<file path="src/rtl/update_knn1_pkg.sv">
// Shared constants and types for the update_knn1 multiplier sharing logic.
package update_knn1_pkg;

    localparam int KNN_MUL_A_W = 17;
    localparam int KNN_MUL_B_W = 15;
    localparam int KNN_MUL_P_W = 32;
    localparam int KNN_MUL_LAT = 2;

    localparam int KNN_NUM_REQ = 4;
    localparam int KNN_ID_W    = $clog2(KNN_NUM_REQ);

    typedef logic [KNN_ID_W-1:0] knn_req_id_t;

    // Requester index reached by stepping 'offset' places past 'ptr', wrapping at numReq.
    function automatic int knnRrIndex(input int ptr, input int offset, input int numReq);
        return (ptr + offset) % numReq;
    endfunction

endpackage

</file>
<file path="src/rtl/update_knn1_mul_mdEe.sv">
// Two-stage pipelined unsigned multiplier with a common clock enable.
// Data registers carry no reset; whoever uses the product qualifies it with its own valid.
module update_knn1_mul_mdEe
    import update_knn1_pkg::*;
#(
    parameter int A_W = KNN_MUL_A_W,
    parameter int B_W = KNN_MUL_B_W,
    parameter int P_W = KNN_MUL_P_W
) (
    input  logic           clk,
    input  logic           rst,
    input  logic           ce,
    input  logic [A_W-1:0] din0,
    input  logic [B_W-1:0] din1,
    output logic [P_W-1:0] dout
);

    logic [A_W-1:0] a_q;
    logic [B_W-1:0] b_q;
    logic [P_W-1:0] p_q;
    logic           advance;

    assign advance = ce && !rst;

    // Operand capture stage, frozen while stalled or held in reset.
    always_ff @(posedge clk) begin
        if (advance) begin
            a_q <= din0;
            b_q <= din1;
        end
    end

    // Product stage: full-width unsigned multiply, no truncation.
    always_ff @(posedge clk) begin
        if (advance) begin
            p_q <= P_W'(a_q) * P_W'(b_q);
        end
    end

    assign dout = p_q;

endmodule

</file>
<file path="src/rtl/update_knn1_rr_arb.sv">
// Round-robin grant over NUM_REQ requesters; the pointer remembers the last winner
// and only moves when a grant is actually taken (enable high).
module update_knn1_rr_arb
    import update_knn1_pkg::*;
#(
    parameter int NUM_REQ = 4,
    parameter int ID_W    = $clog2(NUM_REQ)
) (
    input  logic               clk,
    input  logic               reset_n,
    input  logic               en_i,
    input  logic [NUM_REQ-1:0] req_i,
    output logic               gnt_valid_o,
    output logic [ID_W-1:0]    gnt_id_o
);

    logic [ID_W-1:0] ptr_q;
    logic [ID_W-1:0] ptr_d;
    int              gntIdx;

    // Search upward from the requester after the pointer; the nearest valid one wins.
    always_comb begin
        gnt_valid_o = 1'b0;
        gntIdx      = 0;
        for (int k = NUM_REQ; k >= 1; k--) begin
            if (req_i[knnRrIndex(int'(ptr_q), k, NUM_REQ)]) begin
                gnt_valid_o = 1'b1;
                gntIdx      = knnRrIndex(int'(ptr_q), k, NUM_REQ);
            end
        end
        gnt_id_o = ID_W'(gntIdx);
    end

    // The pointer follows the winner only when the grant is consumed.
    always_comb begin
        ptr_d = ptr_q;
        if (en_i && gnt_valid_o) begin
            ptr_d = gnt_id_o;
        end
    end

    // Pointer starts at the last requester so requester 0 wins first after reset.
    always_ff @(posedge clk or negedge reset_n) begin
        if (!reset_n) begin
            ptr_q <= ID_W'(NUM_REQ - 1);
        end else begin
            ptr_q <= ptr_d;
        end
    end

endmodule

</file>
<file path="src/rtl/update_knn1_mul_arb.sv">
// Shares one pipelined multiplier among NUM_REQ requesters. Each accepted operand
// pair is tagged with its requester ID, which travels beside the product pipe.
module update_knn1_mul_arb
    import update_knn1_pkg::*;
#(
    parameter int NUM_REQ = 4,
    parameter int ID_W    = $clog2(NUM_REQ),
    parameter int A_W     = KNN_MUL_A_W,
    parameter int B_W     = KNN_MUL_B_W,
    parameter int P_W     = KNN_MUL_P_W
) (
    input  logic                   clk,
    input  logic                   reset_n,
    input  logic [NUM_REQ-1:0]     req_valid,
    output logic [NUM_REQ-1:0]     req_ready,
    input  logic [NUM_REQ*A_W-1:0] req_a,
    input  logic [NUM_REQ*B_W-1:0] req_b,
    output logic                   res_valid,
    input  logic                   res_ready,
    output logic [ID_W-1:0]        res_id,
    output logic [P_W-1:0]         res_p,
    output logic                   busy
);

    logic            stall;
    logic            accept;
    logic            gntValid;
    logic [ID_W-1:0] gntId;
    logic [A_W-1:0]  dinA;
    logic [B_W-1:0]  dinB;

    logic            v1_q, v1_d;
    logic            v2_q, v2_d;
    logic [ID_W-1:0] id1_q, id1_d;
    logic [ID_W-1:0] id2_q, id2_d;

    // A product waiting on the output with nobody taking it freezes the whole pipe.
    assign stall  = v2_q && !res_ready;
    assign accept = gntValid && !stall && reset_n;

    update_knn1_rr_arb #(
        .NUM_REQ (NUM_REQ),
        .ID_W    (ID_W)
    ) u_arb (
        .clk         (clk),
        .reset_n     (reset_n),
        .en_i        (!stall),
        .req_i       (req_valid),
        .gnt_valid_o (gntValid),
        .gnt_id_o    (gntId)
    );

    // Ready goes only to the winner, and never while stalled or in reset.
    always_comb begin
        req_ready = '0;
        if (accept) begin
            req_ready[gntId] = 1'b1;
        end
    end

    // Operand mux selects the winner's pair; zero when nobody is asking.
    always_comb begin
        dinA = '0;
        dinB = '0;
        if (gntValid) begin
            dinA = req_a[int'(gntId)*A_W +: A_W];
            dinB = req_b[int'(gntId)*B_W +: B_W];
        end
    end

    update_knn1_mul_mdEe #(
        .A_W (A_W),
        .B_W (B_W),
        .P_W (P_W)
    ) u_mul (
        .clk  (clk),
        .rst  (!reset_n),
        .ce   (!stall),
        .din0 (dinA),
        .din1 (dinB),
        .dout (res_p)
    );

    // Tag pipe mirrors the multiplier stages; everything holds while stalled.
    always_comb begin
        v1_d  = v1_q;
        id1_d = id1_q;
        v2_d  = v2_q;
        id2_d = id2_q;
        if (!stall) begin
            v1_d  = accept;
            v2_d  = v1_q;
            id2_d = id1_q;
            if (accept) begin
                id1_d = gntId;
            end
        end
    end

    // Tag pipe registers; reset discards anything in flight.
    always_ff @(posedge clk or negedge reset_n) begin
        if (!reset_n) begin
            v1_q  <= 1'b0;
            v2_q  <= 1'b0;
            id1_q <= '0;
            id2_q <= '0;
        end else begin
            v1_q  <= v1_d;
            v2_q  <= v2_d;
            id1_q <= id1_d;
            id2_q <= id2_d;
        end
    end

    assign res_valid = v2_q;
    assign res_id    = id2_q;
    assign busy      = v1_q || v2_q;

endmodule
</file>
<file path="config.mk">
export PLATFORM = sky130hd
export DESIGN_NAME = update_knn1_mul_arb
export DESIGN_NICKNAME = d
export VERILOG_FILES = /design/src/rtl/update_knn1_pkg.sv /design/src/rtl/update_knn1_mul_mdEe.sv /design/src/rtl/update_knn1_rr_arb.sv /design/src/rtl/update_knn1_mul_arb.sv
export SDC_FILE = /design/constraint.sdc
export NUM_CORES = 1
export LEC_CHECK = 0
export CORE_ASPECT_RATIO = 1.5
export CORE_UTILIZATION = 45
export CTS_CLUSTER_DIAMETER = 100
export DETAILED_ROUTE_END_ITERATION = 6
export PLACE_DENSITY = 0.78
export SKIP_LAST_GASP = 1
export SYNTH_ARGS = -nofsm -noshare
export SYNTH_HDL_FRONTEND = slang
export SYNTH_SLANG_ARGS = --single-unit
</file>
<file path="constraint.sdc">
create_clock -name clk -period 15.2 [get_ports clk]
set_input_delay 1.52 -clock clk [delete_from_list [all_inputs] [get_ports clk]]
set_output_delay 1.52 -clock clk [all_outputs]
set_load 0.01 [all_outputs]
</file>
## Yosys cells after proc, flatten, opt, wreduce, memory -nomap -nowiden

Index checks and enable logic that the tools add are counted.

| word-level totals | value |
|---|---|
| output and inout port bits | 40 |
| word-level logic and storage cells | 64 |
| bits of input ports | 135 |
| register bits after elaboration | 72 |

| operators by class | value |
|---|---|
| $add $sub $neg | 4 |
| $lt $le $gt $ge | 6 |
| multiply operators | 3 |
| mux-type cells | 23 |
| bitwise operators | 5 |
| shift-type cells | 2 |
| reduce and logical (&&, ||, !) cells | 13 |

Operator list:

| operator | count |
|---|---|
| $shiftx 68x8->17 | 1 |
| $shiftx 60x7->15 | 1 |
| $mul 17x15->32 | 1 |
| $lt 3x4->1 const B | 4 |
| $mux 1 | 13 |
| $bmux 1 s2 | 4 |
| $mux 2 | 4 |
| $reduce_or 2->1 | 4 |
| $mul 2x5->7 const B | 1 |
| $mul 2x4->6 const B | 1 |
| $logic_and 1x1->1 | 5 |
| $add 2x1->2 const B | 2 |
| $add 2x2->2 const B | 2 |
| $and 1x1->1 const A | 4 |
| $mux 4 | 1 |
| $lt 2x3->1 const B | 1 |
| $demux 1 s2 | 1 |
| $ge 2x1->1 const B | 1 |
| $logic_not 1->1 | 2 |
| $reduce_and 2->1 | 1 |
| $logic_or 1x1->1 | 1 |
| $not 1->1 | 1 |

## Depth between registers and ports, before layout

Gate-level depths: netlist (run 1).

| logic depth | value |
|---|---|
| word-level depth | 15 |
| gate-level depth with buffers | 23 |
| gate-level depth less buffers | 21 |

## Hierarchy

From an unflattened synthesis (run 1), not the netlist that was laid out.

| second synthesis, totals | value |
|---|---|
| cell total of the unflattened synthesis | 1196 |
| area, all modules | 11850.1 um2 |

By module, submodules not included:

| module | area an instance (um2) | sequential area each (um2) | times used | cells an instance |
|---|---|---|---|---|
| update_knn1_mul_mdEe | 10426.2 | 1921.8 | 1 | 1041 |
| update_knn1_mul_arb | 1247.4 | 150.1 | 1 | 136 |
| update_knn1_rr_arb | 176.4 | 52.6 | 1 | 19 |

## Worst setup path before layout (run 1)

Ideal clock, no wire load.

| timing | value |
|---|---|
| path type | reg2reg |
| start point | register u_mul.b_q[0] |
| end point | register u_mul.p_q[30], in the netlist u_mul.dout[30] (data pin) |
| period minus slack after synthesis | 5871 ps |
| setup slack | 9329 ps |
| buffers on the path | 2 |
| data required time | 14938 ps |
| stages on the path, launching flop included | 24 |
| library setup time | 262 ps |
| data arrival time | 5608 ps |
| cells stage by stage | edfxtp_1 > clkbuf_1 > and2_1 > fa_1 > inv_1 > fa_1 > inv_1 > fa_1 > inv_1 > fa_1 > inv_1 > fa_1 > inv_1 > fa_1 > inv_1 > ha_1 > clkbuf_1 > nand4_1 > o221ai_1 > a211oi_1 > o21ai_1 > a311oi_1 > a21oi_1 > xor2_1 |

| on the way | value |
|---|---|
| word-level cells in the longest chain between the ends | 1 |

Ends and longest elaborated chain:

| element | RTL line | text |
|---|---|---|
| from (decl) | update_knn1_mul_mdEe.sv:19 | `logic [B_W-1:0] b_q;` |
| from (signal assigned) | update_knn1_mul_mdEe.sv:29 | `b_q <= din1;` |
| $mul 17x15->32 | update_knn1_mul_mdEe.sv:36 | `p_q <= P_W'(a_q) * P_W'(b_q);` |
| to (signal assigned) | update_knn1_mul_mdEe.sv:36 |  |
| to (decl) | update_knn1_mul_mdEe.sv:20 | `logic [P_W-1:0] p_q;` |

No other way between the ends.
A chain may end at the register's enable or synchronous reset.

## Final worst setup path (run 1)

| timing | value |
|---|---|
| start point | register u_mul.a_q[10] |
| end point | register u_mul.p_q[30], in the netlist u_mul.dout[30] (data pin) |

| on the way | value |
|---|---|
| word-level cells in the longest chain between the ends | 1 |

Ends and longest elaborated chain:

| element | RTL line | text |
|---|---|---|
| from (decl) | update_knn1_mul_mdEe.sv:18 | `logic [A_W-1:0] a_q;` |
| from (signal assigned) | update_knn1_mul_mdEe.sv:28 | `a_q <= din0;` |
| $mul 17x15->32 | update_knn1_mul_mdEe.sv:36 |  |

No other way between the ends.

==> flow_metrics.py, run 1 <==
metrics = {
    "clock_network": {
        "cts.clk_slew.worst_paths_ns": 0.06,
        "cts-resized-gates": 0,
        "clockBufferDepth": 2,
        "ctsHoldBuffers": 0,
        "cts.sink_count": 72,
        "cts-htree-levels": 3,
        "cts_buffers": 9,
        "cts_setup_buffers": 0,
        "cts-root-buf": "clkbuf_16",
        "cts_tree": "done",
        "worstSkewPairLatency_ns": 0.37,
    },
    "grt": {
        "overflow": 0,
        "met3_usage_pct": 3.61,
        "antenna_found_initial": 0,
        "use_met2_pct": 42.2,
        "grt_busiest_layer": "met2",
        "grt_pass1_vias": 9612,
        "grt_usage_pct": 22.9,
        "grt_start_max_net_pins": 85,
        "grt_pass1_wl_um": 47600,
        "use_met1_pct": 25.3,
    },
    "synth": {
        "synthArstFlopShare_pct": 11.1,
        "avgSynthCellArea_sq_um": 9.68,
        "syn_nets": 1646,
        "syn_inst": 1222,
        "ys_seq_area_share_pct": 18.0,
        "synth.cell_area_sq_um": 11800,
        "yosys_warnings": 0,
        "synth_edf_count": 64,
        "synth_top_area_cell": "fa_1",
        "yosysTopAreaCellShare_pct": 32.7,
        "ys_types": 50,
        "ys_ff_latch": 72,
        "synth_area_leaders": "fa_1, edfxtp_1, ha_1",
        "synth_ff_type": "edfxtp_1",
    },
    "sta": {
        "setup_violations": 0,
        "finalHoldViolations": 0,
        "setup_tns_ns": 0,
        "tightest_slew_ns": 0.920,
        "rsz0062_at_grt": "no",
        "final_max_slew_viol_count": 0,
        "slew_headroom_pct": 38.7,
        "max_freq_ghz": 0.155,
        "fin_crit_ns": 6.46,
        "fin_crit_sh_pct": 42.5,
        "fin_skew_ns": 0.0113,
    },
    "placed_design": {
        "dp_hpwl_um": 23500,
        "port_buffers": 174,
        "gp_congestion": 0.912,
    },
    "die": {
        "rows": 72,
        "ios": 175,
        "die_area_sq_um": 27000,
        "die_h_um": 201,
        "design.core.area_sq_um": 25800,
        "die_x_um": 134,
        "initial_utilization_pct": 45.9,
    },
    "setup_path": {
        "r2r_slack_ns": 8.74,
        "slowest_delay_ns": 0.61,
        "crit_path_end_kind": "flop",
        "critPathSlowestCell": "edfxtp_1",
        "worstPathRequired_ns": 15.31,
        "timing.rr.start": "u_mul.a_q[10]$_SDFFCE_PP0P_",
        "r2r-end": "u_mul.dout[30]$_DFFE_PP_",
        "crit_chain": "and2_1 -> fa_1 -> inv_1 -> fa_1 -> inv_1 -> fa_1 -> inv_1 -> fa_1 -> inv_1 -> fa_1 -> inv_1 -> fa_1 -> inv_1 -> ha_1 -> nand4_1 -> o221ai_1 -> a211oi_1 -> o21ai_1 -> a311oi_1 -> a21oi_1 -> xor2_1",
        "critPathLaunchType": "flop",
        "cp_max_fo": 15,
        "crit_buf_inv": 6,
        "cp.arrival_ns": 6.57,
        "critPathTopFamily": "adder cells",
        "critical_path_class": "reg -> reg",
        "r2r_cells": 21,
    },
    "cells_and_area": {
        "layout_common_cells": "inv_1, fa_1, clkdlybuf4s50_1",
        "areaGrowthSynthToFinish_pct": 19.4,
        "nNetsFinal": 1779,
        "final_common_cell": "inv_1",
        "antenna_cells": 0,
        "drive_gt1_share_pct": 2.57,
        "utilization_pct": 54.8,
    },
    "detailed_routing": {
        "wl_per_cell_um": 17.0,
        "ant_nets": 0,
        "vias": 8930,
        "drt_wl_total_um": 28800,
        "via_per_inst": 5.27,
        "post-route-drc-count": 0,
        "drtIter0Drc": 517,
        "first_pass_iters": 5,
    },
    "worst_hold_path": {
        "min_to": "id1_q[0]$_DFFE_PN0P_",
        "holdPathStages": 2,
        "holdCritPathClass": "reg -> reg",
        "hp-start": "id1_q[0]$_DFFE_PN0P_",
    },
    "job": {
        "drv_cap": 0,
    },
    "run_status": {
        "run_status": "finished, final reports clean",
    },
}
==> final cells by class <==
class | count | area (sq um)
clock buffer | 11 | 233
multi-input combinational | 877 | 8680
clock inverter | 5 | 81.3
inverter | 215 | 807
timing repair buffer | 180 | 1790
tap | 333 | 417
fill | 2308 | 11600
sequential | 72 | 2120
==> worst reg2reg max path, cell delays in order (launching register included) <==
cell      delay [ns]
edfxtp_1        0.61
and2_1          0.29
fa_1            0.53
inv_1           0.05
fa_1            0.53
inv_1           0.05
fa_1            0.49
inv_1           0.06
fa_1            0.54
inv_1           0.05
fa_1            0.47
inv_1           0.05
fa_1            0.47
inv_1           0.04
ha_1            0.37
nand4_1         0.14
o221ai_1        0.20
a211oi_1        0.38
o21ai_1         0.18
a311oi_1        0.41
a21oi_1         0.14
xor2_1          0.16
==> kinds of logic (layout without fill, tap and decap cells) <==
kind of cell,Yosys count,count (layout),share of synthesized area [%]
and+or+nand+nor,368,368,16.2
adders and majority gates,289,289,42.8
buffers and inverters,273,411,8.86
AOI/OAI and AO/OA,158,158,9.12
DFF,72,72,18.0
muxes,35,35,2.99
xor gates and xnor gates,27,27,2.00
==> how the worst max path moves through the flow <==
stage,slack (ns),start,cells past startpoint,end
floorplan,9.33,u_mul.b_q[0]$_SDFFCE_PP0P_,23,u_mul.dout[30]$_DFFE_PP_
global placement,8.86,u_mul.a_q[10]$_SDFFCE_PP0P_,21,u_mul.dout[30]$_DFFE_PP_
detailed placement,8.74,u_mul.a_q[10]$_SDFFCE_PP0P_,21,u_mul.dout[30]$_DFFE_PP_
CTS,8.74,u_mul.a_q[10]$_SDFFCE_PP0P_,21,u_mul.dout[30]$_DFFE_PP_
global route,8.44,u_mul.a_q[10]$_SDFFCE_PP0P_,21,u_mul.dout[30]$_DFFE_PP_
finish,8.74,u_mul.a_q[10]$_SDFFCE_PP0P_,21,u_mul.dout[30]$_DFFE_PP_
==> through the flow <==
stage | setup WS, ns | hold WS, ns | instance area, sq um | std cells
final | 8.74 | 0.477 | 14100 | 1693
after global routing | 8.44 | 0.497 | 14100 | 1693
after CTS | 8.74 | 0.481 | 14100 | 1693
after detailed placement | 8.74 | 0.461 | 13800 | 1677
after global placement | 8.86 | 0.446 | 13800 | 1677
after floorplan | 9.33 | 0.428 | 11800 | 1222
==> cell usage after synthesis (5+ instances only) <==
library cell	instances
o21ai_0	15
nor2b_1	40
a211oi_1	68
fa_1	193
nand4_1	6
a21o_1	13
mux2i_1	32
edfxtp_1	64
nand2_1	129
xnor2_1	16
nor2_1	22
buf_2	7
xor2_1	11
ha_1	96
and2_1	148
dfrtp_1	6
a21oi_1	33
nand2b_1	5
inv_1	215
clkbuf_1	46
o21bai_1	5
==> flip-flops by register name (all words and copies together) (netlist names) <==
name         flops
u_arb.ptr_q      2
u_mul.b_q       15
res_id           2
id1_q            2
v1_q             1
u_mul.a_q       17
res_valid        1
u_mul.dout      32
==> per-layer routing <==
layer / part of all wire (%) / up-vias
met5: 0 / -
met4: 3.8 / 0
li1: - / 4156
met2: 56 / 258
met1: 36 / 4446
met3: 4.2 / 70
Power of run 1 is left out: the tool's default activity adds up to more than one toggle a clock period on the data nets, which glitch-free logic cannot reach.
==> run 2: changes to the inputs <==
clock period = 6.1 ns   (was 15.2 ns; I/O delays follow)
==> run 2 against run 1 <==
Compared with the run above: cell count rose by 4.8%; global-route usage fell by 0.16 points; sequential share of layout area fell by 0.72 points; routed wire length rose by 2.2%; worst hold slack improved by 0.011 ns; via count rose by 4.6%; clock skew barely moved; final area rose by 5.0%; non-clock buffer count rose by 82; critical path type unchanged.
==> flow_metrics.py, run 2 (same netlist as run 1, synthesis figures left out) <==
metrics = {
    "setup_path": {
        "worstPathRequired_ns": 6.21,
        "slowest_delay_ns": 0.56,
        "crit_path_end_kind": "flop",
        "cp.arrival_ns": 6.02,
        "cp_max_fo": 6,
        "crit_buf_inv": 6,
        "critPathSlowestCell": "fa_1",
        "critPathTopFamily": "adder cells",
        "crit_chain": "buf_4 -> and2_1 -> fa_1 -> inv_1 -> fa_1 -> inv_1 -> fa_1 -> fa_1 -> fa_1 -> inv_1 -> fa_1 -> inv_1 -> ha_4 -> buf_4 -> nand2_1 -> o21ai_0 -> a21oi_2 -> nand3b_1 -> o211ai_1 -> a221oi_2 -> xnor2_1",
        "critPathLaunchType": "flop",
        "critPathMostFrequentCell": "fa_1",
        "critical_path_class": "reg -> reg",
    },
    "clock_network": {
        "cts.clk_slew.worst_paths_ns": 0.06,
        "clockBufferDepth": 2,
        "worstSkewPairLatency_ns": 0.36,
        "cts-htree-levels": 3,
        "cts_buffers": 9,
        "cts_tree": "done",
        "cts.sink_count": 72,
        "ctsHoldBuffers": 0,
        "cts-root-buf": "clkbuf_16",
    },
    "cells_and_area": {
        "final_common_cell": "inv_1",
        "layout_common_cells": "inv_1, fa_1, clkdlybuf4s50_1",
        "fin_area_sq_um": 14800,
        "utilization_pct": 57.6,
        "drive_gt1_share_pct": 9.57,
        "antenna_cells": 0,
        "nNetsFinal": 1861,
        "areaGrowthSynthToFinish_pct": 25.4,
        "largest_reg_flops": 32,
    },
    "sta": {
        "fin_crit_ns": 5.91,
        "setup_violations": 0,
        "fin_skew_ns": 0.0109,
        "max_freq_ghz": 0.169,
        "final_max_slew_viol_count": 0,
        "hold_ws_ns": 0.488,
        "postLayoutSetupSlackWorst_ns": 0.188,
        "fin_crit_sh_pct": 96.9,
        "rsz0062_at_grt": "yes",
        "tightest_slew_ns": 0.866,
        "slew_headroom_pct": 42.3,
        "finalHoldViolations": 0,
    },
    "grt": {
        "antenna_found_initial": 0,
        "grt_pass1_wl_um": 47900,
        "grt_pass1_vias": 10100,
        "overflow": 0,
        "grt_start_max_net_pins": 80,
        "grt_usage_pct": 22.7,
    },
    "die": {
        "initial_utilization_pct": 45.9,
        "die_area_sq_um": 27000,
        "design.core.area_sq_um": 25800,
        "die_x_um": 134,
        "die_h_um": 201,
        "ios": 175,
        "rows": 72,
    },
    "placed_design": {
        "dp_hpwl_um": 24700,
        "port_buffers": 174,
        "placed_area_sq_um": 14400,
        "gp_congestion": 0.897,
        "dp_slack_ns": -0.101,
    },
    "worst_hold_path": {
        "holdCritPathClass": "reg -> reg",
    },
    "job": {
        "drv_cap": 0,
    },
    "detailed_routing": {
        "wl_per_cell_um": 16.6,
        "drt_wl_total_um": 29400,
        "drtIter0Drc": 432,
        "post-route-drc-count": 0,
        "vias": 9341,
        "first_pass_iters": 5,
        "ant_nets": 0,
        "via_per_inst": 5.26,
    },
    "run_status": {
        "run_status": "finished, final reports clean",
    },
}
run 2: final cells by class:
class / instances / area, sq um
clock inverters: 5 / 40.0
well taps: 333 / 417
multi-input cells: 877 / 8770
inverters: 215 / 807
fillers: 2249 / 10900
flip-flops and latches: 72 / 2120
clock buffers: 11 / 243
repair buffers: 262 / 2430
run 2: stage by stage:
step,setup TNS [ns],cells
finish,0,1775
global route,-0.0371,1775
CTS,0,1771
detailed placement,-0.123,1755
global placement,0,1755
floorplan,0,1222
run 2: worst min-delay path, delay by kind of cell, from the launching register on:
kind	cells	cell delay, ns
DFF	1	0.37
and+or+nand+nor	1	0.04
AOI/OAI and AO/OA	1	0.07
run 2: repair_timing:
action                                  CTS  global route
endpoints found under the hold margin     0             0
endpoints found under the setup margin    2            10
resized for setup                         2            20
pin swaps                                 0             9
buffers inserted                          0             4
run 2: layer usage:
| layer | vias to the layer above | track usage [%] | part of all wire (%) |
|---|---|---|---|
| met5 | - | 0 | 0 |
| met4 | 0 | 10.8 | 4.2 |
| met3 | 89 | 3.51 | 4.9 |
| met2 | 330 | 43.1 | 55 |
| met1 | 4600 | 24.0 | 36 |
| li1 | 4322 | - | - |
run 2: worst paths after layout:
path | startpoint | end | slack, ns | depth (start not counted)
hold / removal | u_arb.ptr_q[0]$_DFFE_PN1P_ | u_arb.ptr_q[0]$_DFFE_PN1P_ | 0.49 | 2
hold reg to reg | u_arb.ptr_q[0]$_DFFE_PN1P_ | u_arb.ptr_q[0]$_DFFE_PN1P_ | 0.49 | 2
setup reg to reg | u_mul.b_q[3]$_SDFFCE_PP0P_ | u_mul.dout[31]$_DFFE_PP_ | 0.19 | 21
max in group asynchronous | reset_n | u_arb.ptr_q[0]$_DFFE_PN1P_ | 5.25 | 1
min in group asynchronous | reset_n | id1_q[1]$_DFFE_PN0P_ | 0.53 | 1
setup / recovery | u_mul.b_q[3]$_SDFFCE_PP0P_ | u_mul.dout[31]$_DFFE_PP_ | 0.19 | 21
Power of run 2 is left out for the same reason.
==> run 3: changes to the inputs <==
CORE_MARGIN = 2   (was not set)
clock period = 5.6 ns   (was 6.1 ns; I/O delays follow)
==> run 3 against run 2 <==
Compared with the run above: the run now ends with setup timing left; utilization rose by 3.3 points; clock skew hardly changed; maximum frequency grew 1.8%; highest routed layer unchanged.
==> flow_metrics.py, run 3 (same netlist as run 1, synthesis figures left out) <==
metrics = {
    "sta": {
        "final_max_slew_viol_count": 0,
        "fin_crit_sh_pct": 104,
        "setup_violations": 8,
        "max_freq_ghz": 0.172,
        "rsz0062_at_grt": "yes",
        "fin_crit_ns": 5.81,
        "finalHoldViolations": 0,
        "postLayoutSetupSlackWorst_ns": -0.205,
        "tightest_slew_ns": 0.841,
        "fin_skew_ns": 0.0111,
        "slew_headroom_pct": 43.9,
        "setup_tns_ns": -0.925,
    },
    "clock_network": {
        "cts.sink_count": 72,
        "cts.clk_slew.worst_paths_ns": 0.07,
        "ctsHoldBuffers": 0,
        "worstSkewPairLatency_ns": 0.36,
        "cts_buffers": 9,
        "cts-htree-levels": 3,
        "clockBufferDepth": 2,
        "cts_tree": "done",
        "cts-root-buf": "clkbuf_16",
    },
    "setup_path": {
        "worstPathRequired_ns": 5.71,
        "slowest_delay_ns": 0.54,
        "critPathLaunchType": "flop",
        "critPathSlowestCell": "fa_1",
        "cp_max_fo": 6,
        "critPathMostFrequentCell": "fa_1",
        "cp.arrival_ns": 5.91,
        "critical_path_class": "reg -> reg",
        "crit_chain": "buf_6 -> and2_1 -> fa_1 -> inv_1 -> fa_1 -> inv_1 -> fa_1 -> fa_2 -> fa_1 -> inv_1 -> fa_1 -> inv_1 -> ha_4 -> a21oi_4 -> o21ai_2 -> a211oi_4 -> o21ai_4 -> a311oi_2 -> a21oi_1 -> xor2_1",
        "crit_path_end_kind": "flop",
    },
    "detailed_routing": {
        "drtIter0Drc": 494,
        "via_per_inst": 5.17,
        "wl_per_cell_um": 16.4,
        "drt_wl_total_um": 30200,
        "vias": 9491,
        "post-route-drc-count": 0,
        "first_pass_iters": 5,
        "ant_nets": 0,
    },
    "grt": {
        "antenna_found_initial": 0,
        "grt_pass1_vias": 10300,
        "grt_usage_pct": 22.7,
        "overflow": 0,
        "grt_start_max_net_pins": 79,
        "grt_pass1_wl_um": 49300,
    },
    "cells_and_area": {
        "drive_gt1_share_pct": 16.8,
        "final_common_cell": "inv_1",
        "nNetsFinal": 1923,
        "largest_reg_flops": 32,
        "antenna_cells": 0,
        "fillers": 1978,
        "layout_common_cells": "inv_1, fa_1, clkdlybuf4s50_1",
        "areaGrowthSynthToFinish_pct": 33.0,
    },
    "die": {
        "ios": 175,
        "rows": 72,
        "die_h_um": 203,
        "initial_utilization_pct": 45.8,
        "design.core.area_sq_um": 25900,
        "die_area_sq_um": 27600,
        "die_x_um": 136,
    },
    "placed_design": {
        "gp_congestion": 0.917,
        "dp_hpwl_um": 24700,
        "port_buffers": 174,
    },
    "run_status": {
        "run_status": "finished with violations",
        "violations": "setup timing",
    },
    "job": {
        "drv_cap": 0,
    },
    "worst_hold_path": {
        "holdCritPathClass": "reg -> reg",
    },
}
==> run 3: cell count changes in the layout (fill, tap and decap cells not counted), moves of 6 or more <==
| cell | change |
|---|---|
| ha_4 | +10 |
| a21oi_1 | -7 |
| buf_4 | +46 |
| ha_1 | -9 |
| inv_1 | -7 |
| and2_1 | -11 |
| inv_2 | +7 |
| a21oi_4 | +6 |
| buf_6 | +14 |
| and2_4 | +11 |
==> run 3: worst max-delay path: cells and delay by family, from the launching register on <==
family	cells	cell delay, ns
adder cells (fa/ha/maj)	7	3.18
AO/OA/AOI/OAI	6	1.16
flip-flops	1	0.47
buffers and inverters	5	0.40
AND/OR/NAND/NOR	1	0.16
XOR/XNOR	1	0.16
==> run 3: what timing repair did <==
action                     4_1_cts  5_1_grt
gates cloned                     0        0
pin swaps                       53       20
buffers inserted                30        2
setup endpoints to repair       13       16
gates resized for setup         72       25
==> run 3: cell type report <==
type | count | area (sq um) | area share (%)
clock buffers | 9 | 225 | 1.43
well taps | 333 | 417 | 2.65
clock inverters | 7 | 76.3 | 0.485
multi-input cells | 877 | 9110 | 57.9
inverters | 215 | 807 | 5.13
flip-flops and latches | 72 | 2120 | 13.5
repair buffers | 324 | 2970 | 18.9
==> run 3: stage by stage <==
stage          area (sq um)  utilization (%)  hold WS [ns]  instances  setup slack [ns]
2_1_floorplan         11900                -         0.264       1222           -0.0204
3_3_place_gp          14700             56.9         0.442       1791            -0.228
3_5_place_dp          14700             56.9         0.447       1791            -0.368
4_1_cts               15600             60.4         0.457       1837           -0.0878
5_1_grt               15700             60.8         0.496       1837            -0.374
6_report              15700             60.8         0.453       1837            -0.205
==> run 3: worst paths after layout <==
kind,slack [ns],depth (start not counted),start,endpoint
worst min-delay path,0.45,2,v1_q$_DFFE_PN0N_,res_valid$_DFFE_PN0N_
min in group asynchronous,0.47,1,reset_n,res_valid$_DFFE_PN0N_
worst min register to register,0.45,2,v1_q$_DFFE_PN0N_,res_valid$_DFFE_PN0N_
worst max register to register,-0.21,20,u_mul.b_q[1]$_SDFFCE_PP0P_,u_mul.dout[30]$_DFFE_PP_
worst max-delay path,-0.21,20,u_mul.b_q[1]$_SDFFCE_PP0P_,u_mul.dout[30]$_DFFE_PP_
max in group asynchronous,4.81,1,reset_n,u_arb.ptr_q[1]$_DFFE_PN1P_
==> run 3: layer usage <==
layer / vias up / part of all wire [%] / GRT usage, %
li1: 4438 / - / -
met1: 4686 / 37 / 24.9
met2: 292 / 55 / 42.4
met3: 75 / 4.2 / 3.40
met4: 0 / 4.0 / 10.3
met5: - / 0 / 0
Power of run 3 is left out for the same reason.
